$ cat src/rtl/booth_pkg.sv
// Shared definitions for the radix-4 Booth multiplier: FSM states,
// digit-select encodings and the digit-count helper.
package booth_pkg;

  typedef enum logic {
    IDLE,
    RUN
  } state_t;

  // Digit-select patterns packed as {zero, two, neg}; NEG is OR-ed onto PM1/PM2.
  localparam logic [2:0] ZERO = 3'b100;
  localparam logic [2:0] PM1  = 3'b000;
  localparam logic [2:0] PM2  = 3'b010;
  localparam logic [2:0] NEG  = 3'b001;

  function automatic int booth_digits(input int width);
    return width / 2 + 1;
  endfunction

endpackage

$ cat src/rtl/booth_radix4_seq_mult_if.sv
// Start/busy/done handshake and operand/result bus of the Booth multiplier.
interface booth_radix4_seq_mult_if #(
  parameter int WIDTH = 32
);

  logic               start;
  logic               is_signed;
  logic [WIDTH-1:0]   a;
  logic [WIDTH-1:0]   b;
  logic               busy;
  logic               done;
  logic [2*WIDTH-1:0] result;

  modport master (
    output start, is_signed, a, b,
    input  busy, done, result
  );

  modport slave (
    input  start, is_signed, a, b,
    output busy, done, result
  );

endinterface

$ cat src/rtl/booth_r4_encoder.sv
// Radix-4 Booth recoder: maps a 3-bit multiplier window to {zero, two, neg}.
module booth_r4_encoder
  import booth_pkg::*;
(
  input  logic [2:0] window,
  output logic       zero,
  output logic       two,
  output logic       neg
);

  logic [2:0] sel;

  always_comb begin
    sel = ZERO;
    unique case (window)
      3'b000, 3'b111: sel = ZERO;
      3'b001, 3'b010: sel = PM1;
      3'b011:         sel = PM2;
      3'b100:         sel = PM2 | NEG;
      3'b101, 3'b110: sel = PM1 | NEG;
      default:        sel = ZERO;
    endcase
  end

  assign {zero, two, neg} = sel;

endmodule

$ cat src/rtl/booth_radix4_seq_mult.sv
// Sequential radix-4 Booth multiplier: one digit per clock, signed or unsigned
// operands, start/busy/done handshake with a held result register.
module booth_radix4_seq_mult
  import booth_pkg::*;
#(
  parameter int WIDTH = 32
) (
  input logic clk,
  input logic reset,
  booth_radix4_seq_mult_if.slave bus
);

  localparam int DIGITS = booth_digits(WIDTH);
  localparam int EW     = WIDTH + 2;
  localparam int AW     = 2 * WIDTH + 4;
  localparam int CW     = $clog2(DIGITS);

  typedef logic [CW-1:0] count_t;
  localparam count_t LAST = count_t'(DIGITS - 1);

  if (WIDTH < 4 || (WIDTH % 2) != 0) begin : g_bad_width
    $error("booth_radix4_seq_mult: WIDTH must be even and >= 4");
  end

  state_t             state, state_next;
  count_t             count;
  logic [EW:0]        mplr;
  logic [AW-1:0]      mcand;
  logic [AW-1:0]      acc;
  logic [2*WIDTH-1:0] result_q;
  logic               done_q;
  logic               accept, step, finish;
  logic               zero, two, neg;
  logic [EW-1:0]      ext_a, ext_b;
  logic [AW-1:0]      pp, addend, sum;

  assign ext_a = bus.is_signed ? {{2{bus.a[WIDTH-1]}}, bus.a} : {2'b00, bus.a};
  assign ext_b = bus.is_signed ? {{2{bus.b[WIDTH-1]}}, bus.b} : {2'b00, bus.b};

  // Multiplier and multiplicand shift by one digit per step, so the window is
  // always mplr[2:0] and the partial product is already aligned to 2k.
  booth_r4_encoder u_encoder (
    .window (mplr[2:0]),
    .zero   (zero),
    .two    (two),
    .neg    (neg)
  );

  assign pp     = zero ? '0 : (two ? {mcand[AW-2:0], 1'b0} : mcand);
  assign addend = neg ? ~pp : pp;
  assign sum    = acc + addend + {{(AW-1){1'b0}}, neg};

  always_ff @(posedge clk or posedge reset) begin
    if (reset) state <= IDLE;
    else       state <= state_next;
  end

  always_comb begin
    state_next = state;
    accept     = 1'b0;
    step       = 1'b0;
    finish     = 1'b0;
    unique case (state)
      IDLE: begin
        if (bus.start) begin
          state_next = RUN;
          accept     = 1'b1;
        end
      end
      RUN: begin
        step = 1'b1;
        if (count == LAST) begin
          state_next = IDLE;
          finish     = 1'b1;
        end
      end
      default: state_next = IDLE;
    endcase
  end

  always_ff @(posedge clk or posedge reset) begin
    if (reset) begin
      count    <= '0;
      mplr     <= '0;
      mcand    <= '0;
      acc      <= '0;
      result_q <= '0;
      done_q   <= 1'b0;
    end else begin
      done_q <= finish;
      if (accept) begin
        mplr  <= {ext_b, 1'b0};
        mcand <= {{(AW-EW){ext_a[EW-1]}}, ext_a};
        acc   <= '0;
        count <= '0;
      end else if (step) begin
        acc   <= sum;
        mplr  <= {2'b00, mplr[EW:2]};
        mcand <= {mcand[AW-3:0], 2'b00};
        count <= count + 1'b1;
        if (finish) result_q <= sum[2*WIDTH-1:0];
      end
    end
  end

  assign bus.busy   = (state == RUN);
  assign bus.done   = done_q;
  assign bus.result = result_q;

endmodule

$ cat src/flat_wrapper.sv
// flat-port wrapper written by rule: the top's interface ports become plain ports
module booth_radix4_seq_mult_flat import booth_pkg::*;
#(
  parameter int WIDTH = 32
)
  (clk, reset, bus_start, bus_is_signed, bus_a, bus_b, bus_busy, bus_done, bus_result);
  booth_radix4_seq_mult_if #(.WIDTH(WIDTH)) bus_i ();
  input logic clk;
  input logic reset;
  input wire logic [$bits(bus_i.start)-1:0] bus_start;
  input wire logic [$bits(bus_i.is_signed)-1:0] bus_is_signed;
  input wire logic [$bits(bus_i.a)-1:0] bus_a;
  input wire logic [$bits(bus_i.b)-1:0] bus_b;
  output wire logic [$bits(bus_i.busy)-1:0] bus_busy;
  output wire logic [$bits(bus_i.done)-1:0] bus_done;
  output wire logic [$bits(bus_i.result)-1:0] bus_result;
  assign bus_i.start = bus_start;
  assign bus_i.is_signed = bus_is_signed;
  assign bus_i.a = bus_a;
  assign bus_i.b = bus_b;
  assign bus_busy = bus_i.busy;
  assign bus_done = bus_i.done;
  assign bus_result = bus_i.result;
  booth_radix4_seq_mult #(.WIDTH(WIDTH)) u_core (.clk(clk), .reset(reset), .bus(bus_i));
endmodule
$ cat config.mk
export PLATFORM = sky130hd
export DESIGN_NAME = booth_radix4_seq_mult_flat
export DESIGN_NICKNAME = d
export VERILOG_FILES = /design/src/rtl/booth_pkg.sv /design/src/rtl/booth_radix4_seq_mult_if.sv /design/src/rtl/booth_r4_encoder.sv /design/src/rtl/booth_radix4_seq_mult.sv /design/src/flat_wrapper.sv
export SDC_FILE = /design/constraint.sdc
export NUM_CORES = 1
export LEC_CHECK = 0
export ABC_AREA = 1
export BUFFER_PORTS_ARGS = -buffer_cell sky130_fd_sc_hd__buf_4
export CELL_PAD_IN_SITES_DETAIL_PLACEMENT = 1
export CELL_PAD_IN_SITES_GLOBAL_PLACEMENT = 2
export CORE_UTILIZATION = 38
export CTS_CLUSTER_SIZE = 40
export DETAILED_ROUTE_END_ITERATION = 16
export GPL_TIMING_DRIVEN = 0
export PLACE_DENSITY_LB_ADDON = 0.1
export SLEW_MARGIN = 5
export SYNTH_ARGS = -nofsm -noshare
export SYNTH_HDL_FRONTEND = slang
export SYNTH_HIERARCHICAL = 1
export SYNTH_SLANG_ARGS = --single-unit
$ cat constraint.sdc
create_clock -name clk -period 20.8 [get_ports clk]
set_input_delay 1.04 -clock clk [delete_from_list [all_inputs] [get_ports clk]]
set_output_delay 1.04 -clock clk [all_outputs]
set_load 0.005 [all_outputs]
; ---- After elaboration in Yosys (flattened, before gate mapping)
; Memories as Yosys holds them, arrays and structs flattened.
; Index checks and enable logic that the tools add are counted.
[word_totals]
romBits = 24
output_inout_bits = 66
inputBits = 68
n_memories = 1
regBits = 242
word_cells = 37
[mem_list]
columns = memory, words, width, rd, rd_ports_with_merged_regs, wr, line
row1 = (name not given), 8, 3, 1, 0, 0, booth_r4_encoder.sv:15  ; unique case (window)
[op_classes]
bitwise_logic = 3
reduce_logical = 2
n_eq_ne = 1
add_sub_neg = 3
muxes = 20
[ops]
columns = op, n
row1 = 68-bit 2-to-1 mux, 7
row2 = 35-bit 2-to-1 mux, 2
row3 = 68-bit by 1-bit adder with 68-bit output, 1
row4 = 68-bit adder, 1
row5 = 34-bit 2-to-1 mux, 2
row6 = 68-bit NOT, 1
row7 = 5-bit 2-to-1 mux, 2
row8 = 1-bit 2-to-1 mux, 6
row9 = "5-bit by 1-bit adder with 5-bit output, second input constant", 1
row10 = "5-bit == test, second input constant", 1
row11 = 3-bit AND reduction, 1
row12 = 1-bit NOT, 2
row13 = 1-bit case mux with 2 select lines, 1
row14 = 2-bit nonzero test, 1

; ---- Logic depth before layout (Yosys ltp)
; An unclocked memory read counts as a cell.
[logic_depth]
word_depth = 9
ltp_mapped = 24
ltp_nobuf = 22

; ---- Cells and area by module
; Netlist, hierarchy kept.
[by_module_without_submodules]
columns = module, area_per_inst_um2, seq_area_each_um2, n_inst, cells_per_inst
row1 = booth_radix4_seq_mult, 15137.0, 5830.6, 1, 2040
row2 = booth_r4_encoder, 40.0, 0.0, 1, 9

; ---- Least setup slack after synthesis
; Ideal clock, no wire load.
[synth_path]
kind = flip-flop to flip-flop
start = register u_core.mplr[0]
end = register u_core.acc[46]
synth_period_minus_slack_ns = 3.052
required_ns = 20.683
slack_ns = 17.748
setup_time_ns = 0.117
t_arrival_ns = 2.935
stages_incl_launch_ff = 20
path_buffers = 3
cell_sequence = dfrtp_1 -> nor2_2 -> nand2_1 -> nand2_1 -> buf_6 -> clkbuf_1 -> clkbuf_1 -> o21ai_0 -> xor2_1 -> ha_1 -> a21oi_1 -> o21ai_0 -> a21oi_1 -> nand2_4 -> nand2_2 -> nand2_2 -> a21oi_1 -> nand2_1 -> nand3_1 -> nand2_1
[synth_via]
elab_chain_cells = 9
[synth_rtl]
columns = element, line
row1 = from (decl), booth_radix4_seq_mult.sv:27  ; logic [EW:0] mplr;
row2 = from (signal assigned), booth_radix4_seq_mult.sv:92  ; mplr <= {ext_b, 1'b0};
row3 = from (signal assigned), booth_radix4_seq_mult.sv:98  ; mplr <= {2'b00, mplr[EW:2]};
row4 = memory read 8 x 3 bit *, -
row5 = via u_core.two, booth_radix4_seq_mult.sv:33  ; logic zero, two, neg;
row6 = 68-bit 2-to-1 mux * (2 in a row), booth_radix4_seq_mult.sv:49  ; assign pp = zero ? '0 : (two ? {mcand[AW-2:0], 1'b0} : mcand);
row7 = 68-bit NOT, booth_radix4_seq_mult.sv:50  ; assign addend = neg ? ~pp : pp;
row8 = 68-bit 2-to-1 mux *, booth_radix4_seq_mult.sv:50
row9 = 68-bit adder *, booth_radix4_seq_mult.sv:51  ; assign sum = acc + addend + {{(AW-1){1'b0}}, neg};
row10 = 68-bit by 1-bit adder with 68-bit output *, booth_radix4_seq_mult.sv:51
row11 = 68-bit 2-to-1 mux *, booth_radix4_seq_mult.sv:96  ; end else if (step) begin
row12 = 68-bit 2-to-1 mux *, booth_radix4_seq_mult.sv:91  ; if (accept) begin
row13 = to (signal assigned), booth_radix4_seq_mult.sv:97  ; acc <= sum;
row14 = to (decl), booth_radix4_seq_mult.sv:29  ; logic [AW-1:0] acc;
; The timed path passes the listed nets; every way through them passes the cells marked *. The select of a mux whose other input is x is not followed.
; A chain may end at the register's enable or synchronous reset.

; ---- Worst setup path after layout
[layout_path]
start = register u_core.mplr[2]
end = register u_core.acc[51]
; Same word-level chain as after synthesis.

==> summary.md <==
| Metric | Value |
|---|---|
| Status | `completed` |
| Inserted Diodes | `0` |
| Initial antenna violation count | `0` |
| Clk sinks | `233` |
| Layout area overhead | `18.04%` |
| Core footprint | `39,010 um2` |
| Die footprint | `40,740 um2` |
| I/O pins | `134` |
| Max Slew Vio Count | `0` |
| Post-CTS Hold Buffers | `0` |
| Clk slew on worst S/H paths | `0.06 ns` |
| Cts repair resizes | `0` |
| Synth Instances | `2,049` |
| GRT Total Usage | `29.50%` |
| Total CTS buffers | `29` |
| First-pass GRT wire length | `91.90 mm` |
| FF+latch count, synth | `233` |
| Seq/Total Area, Yosys | `38.42%` |
| Root Buffer | `clkbuf_16` |
| Area leader, netlist | `dfrtp_1` |
| Pin count of the biggest net entering global routing | `83` |
| Placed Cells | `2,702` |
| Fmax | `208.2 MHz` |
| Critical Path Start Type | `flip-flop` |
| Post-synthesis cell type count | `50` |
| Slew @ Worst Pin | `0.8859 ns` |
| Chip width | `201.9 um` |
| Final cell count without fillers | `2,755` |
| Post-DR wirelength/cell | `21.56 um` |
| Die H | `201.9 um` |
| Syn Std Cell Area | `15,180 um2` |
| Residual DRC | `0` |
| Worst Path Arrival | `5.26 ns` |
| H-tree depth | `1` |
| WL met1 | `28.53 mm` |
| Most frequent cells in the layout | `nand2_1 (511), dfrtp_1 (233), inv_1 (226)` |
| Detailed-route via count | `14,850` |
| Initial core utilization | `38.91%` |
| Number of synthesis warnings | `6` |
| Vias per cell | `5.388` |
| Post-synth top area share | `38.42%` |
| Routed wl met3 | `2.556 mm` |
| CP max FO | `10` |
| Crit end category | `flip-flop` |
| # setup viols final | `0` |
| Global route overflow | `0` |
| Max-cap viol count | `0` |
| RSZ-0062 raised after global routing | `no` |
| Dominant cells by area after synthesis | `dfrtp_1 (38%), nand2_1 (13%), ha_1 (5.8%)` |
| DR pass1 iterations | `5` |
| Clk_lat worst skew | `0.59 ns` |
| Mean Syn Cell Area | `7.407 um2` |
| Final TNS setup | `0 ns` |
| Row cnt | `72` |
| # port buffers | `133` |
| Final wirelength | `59.40 mm` |
| Post-route minimum period | `4.804 ns` |
| Worst EP required | `21.26 ns` |
| EDFF count, synth | `0` |
| Top Metal Used | `met4` |
| TritonCTS clock tree | `yes` |
| Final hold viol count | `0` |
| Met2 routed WL | `27.05 mm` |
| Mapped Nets | `2,188` |
| Slew HR | `40.94%` |
| Most common cell after layout, fill and taps aside | `nand2_1` |
| Clock skew | `0.02361 ns` |
| Crit path kind | `reg2reg` |
| Clock tree buffer depth | `3` |
| Hold Crit Class | `reg2reg` |
| Crit share post-route | `23.09%` |
| Final nets | `2,354` |
| Final ANT Viol Nets | `0` |
| Gpl congestion | `0.9374` |
| Dpl hpwl | `47.91 mm` |
| Initial DRC count | `869` |
| Asr flop ratio synth | `100.0%` |
| Top FF cell, synth | `dfrtp_1` |
| Layout cells sized above 1 | `11.49%` |
| Vias in the first global route | `15,580` |
| Post-CTS Setup Bufs | `0` |
cells in the mapped netlist (11+ instances only):
master,count
o221ai_1,69
nand2_2,24
nor2_1,144
dfrtp_1,233
buf_1,14
nand3_1,123
ha_1,70
xor2_1,75
xnor2_1,20
clkbuf_1,59
a21oi_1,162
nor3_1,11
nand2_1,511
o21ai_1,21
inv_1,227
o21ai_0,171
kinds of logic (layout without fill, tap and decap cells):
logic type               Yosys count  in the layout  share of synthesized area [%]
AO/OA/AOI/OAI                    474            474                          18.23
XOR/XNOR                          95             95                          5.482
adder cells (fa/ha/maj)           71             71                          5.903
buffers and inverters            320            508                          8.112
flip-flops                       233            233                          38.42
AND/OR/NAND/NOR                  856            856                          23.86
layout make-up:
class,instances,area [um2]
Clock inverter,17,246.5
Buffer,85,347.8
Clock buffer,36,782.0
Tap cell,518,648.1
Multi-Input combinational cell,1496,8115
Sequential cell,233,5831
Timing Repair Buffer,135,1054
Inverter,235,890.9
Fill cell,4929,21090
worst max-delay path: stages, from the launching register on:
cell,delay [ns]
dfrtp_1,0.42
inv_1,0.13
nand3_1,0.10
nand2_1,0.11
buf_6,0.17
clkbuf_1,0.57
clkbuf_1,0.48
o21ai_0,0.19
xor2_1,0.43
ha_1,0.39
inv_1,0.15
o21ai_0,0.14
a21boi_0,0.44
nand2_1,0.15
o21bai_1,0.18
a21oi_1,0.28
nand3_1,0.16
nand3_1,0.11
nand2_1,0.06
metal layers:
metal / track usage [%] / vias to the layer above
li1: - / 7119
met1: 42.14 / 7364
met2: 47.88 / 303
met3: 3.305 / 59
met4: 6.358 / 0
met5: 0 / -
registers in the layout (all words and copies together), names as in the netlist:
signal and flops:
u_core/acc 64, u_core/bus.done 1, u_core/bus.result 64, u_core/count 5, u_core/mcand 64, u_core/mplr 34
u_core/bus.busy 1
metrics by stage:
| step | hold WS [ns] | worst slack, ns | cell area, um2 | util [%] |
|---|---|---|---|---|
| after floorplan | 0.4554 | 13.37 | 15180 | - |
| after global placement | 0.4649 | 10.31 | 16820 | 43.13 |
| after detailed placement | 0.4681 | 16.09 | 16890 | 43.29 |
| after CTS | 0.4846 | 16.09 | 17910 | 45.93 |
| after global routing | 0.4988 | 15.69 | 17910 | 45.93 |
| final | 0.4806 | 16.00 | 17910 | 45.93 |
path summary, 6_finish.rpt:
path                                       start  slack [ns]               endpoint  cells after the start
min                        u_core/bus.result[41]        0.48  u_core/bus.result[41]                      2
max reg2reg                       u_core/mplr[2]       16.00         u_core/acc[51]                     18
min reg2reg                u_core/bus.result[41]        0.48  u_core/bus.result[41]                      2
max in group asynchronous                  reset       19.03  u_core/bus.result[44]                      4
min in group asynchronous                  reset        0.49   u_core/bus.result[1]                      2
max                               u_core/mplr[2]       16.00         u_core/acc[51]                     18
Power is left out: the tool's default activity adds up to more than one toggle a clock period on the data nets, which glitch-free logic cannot reach.
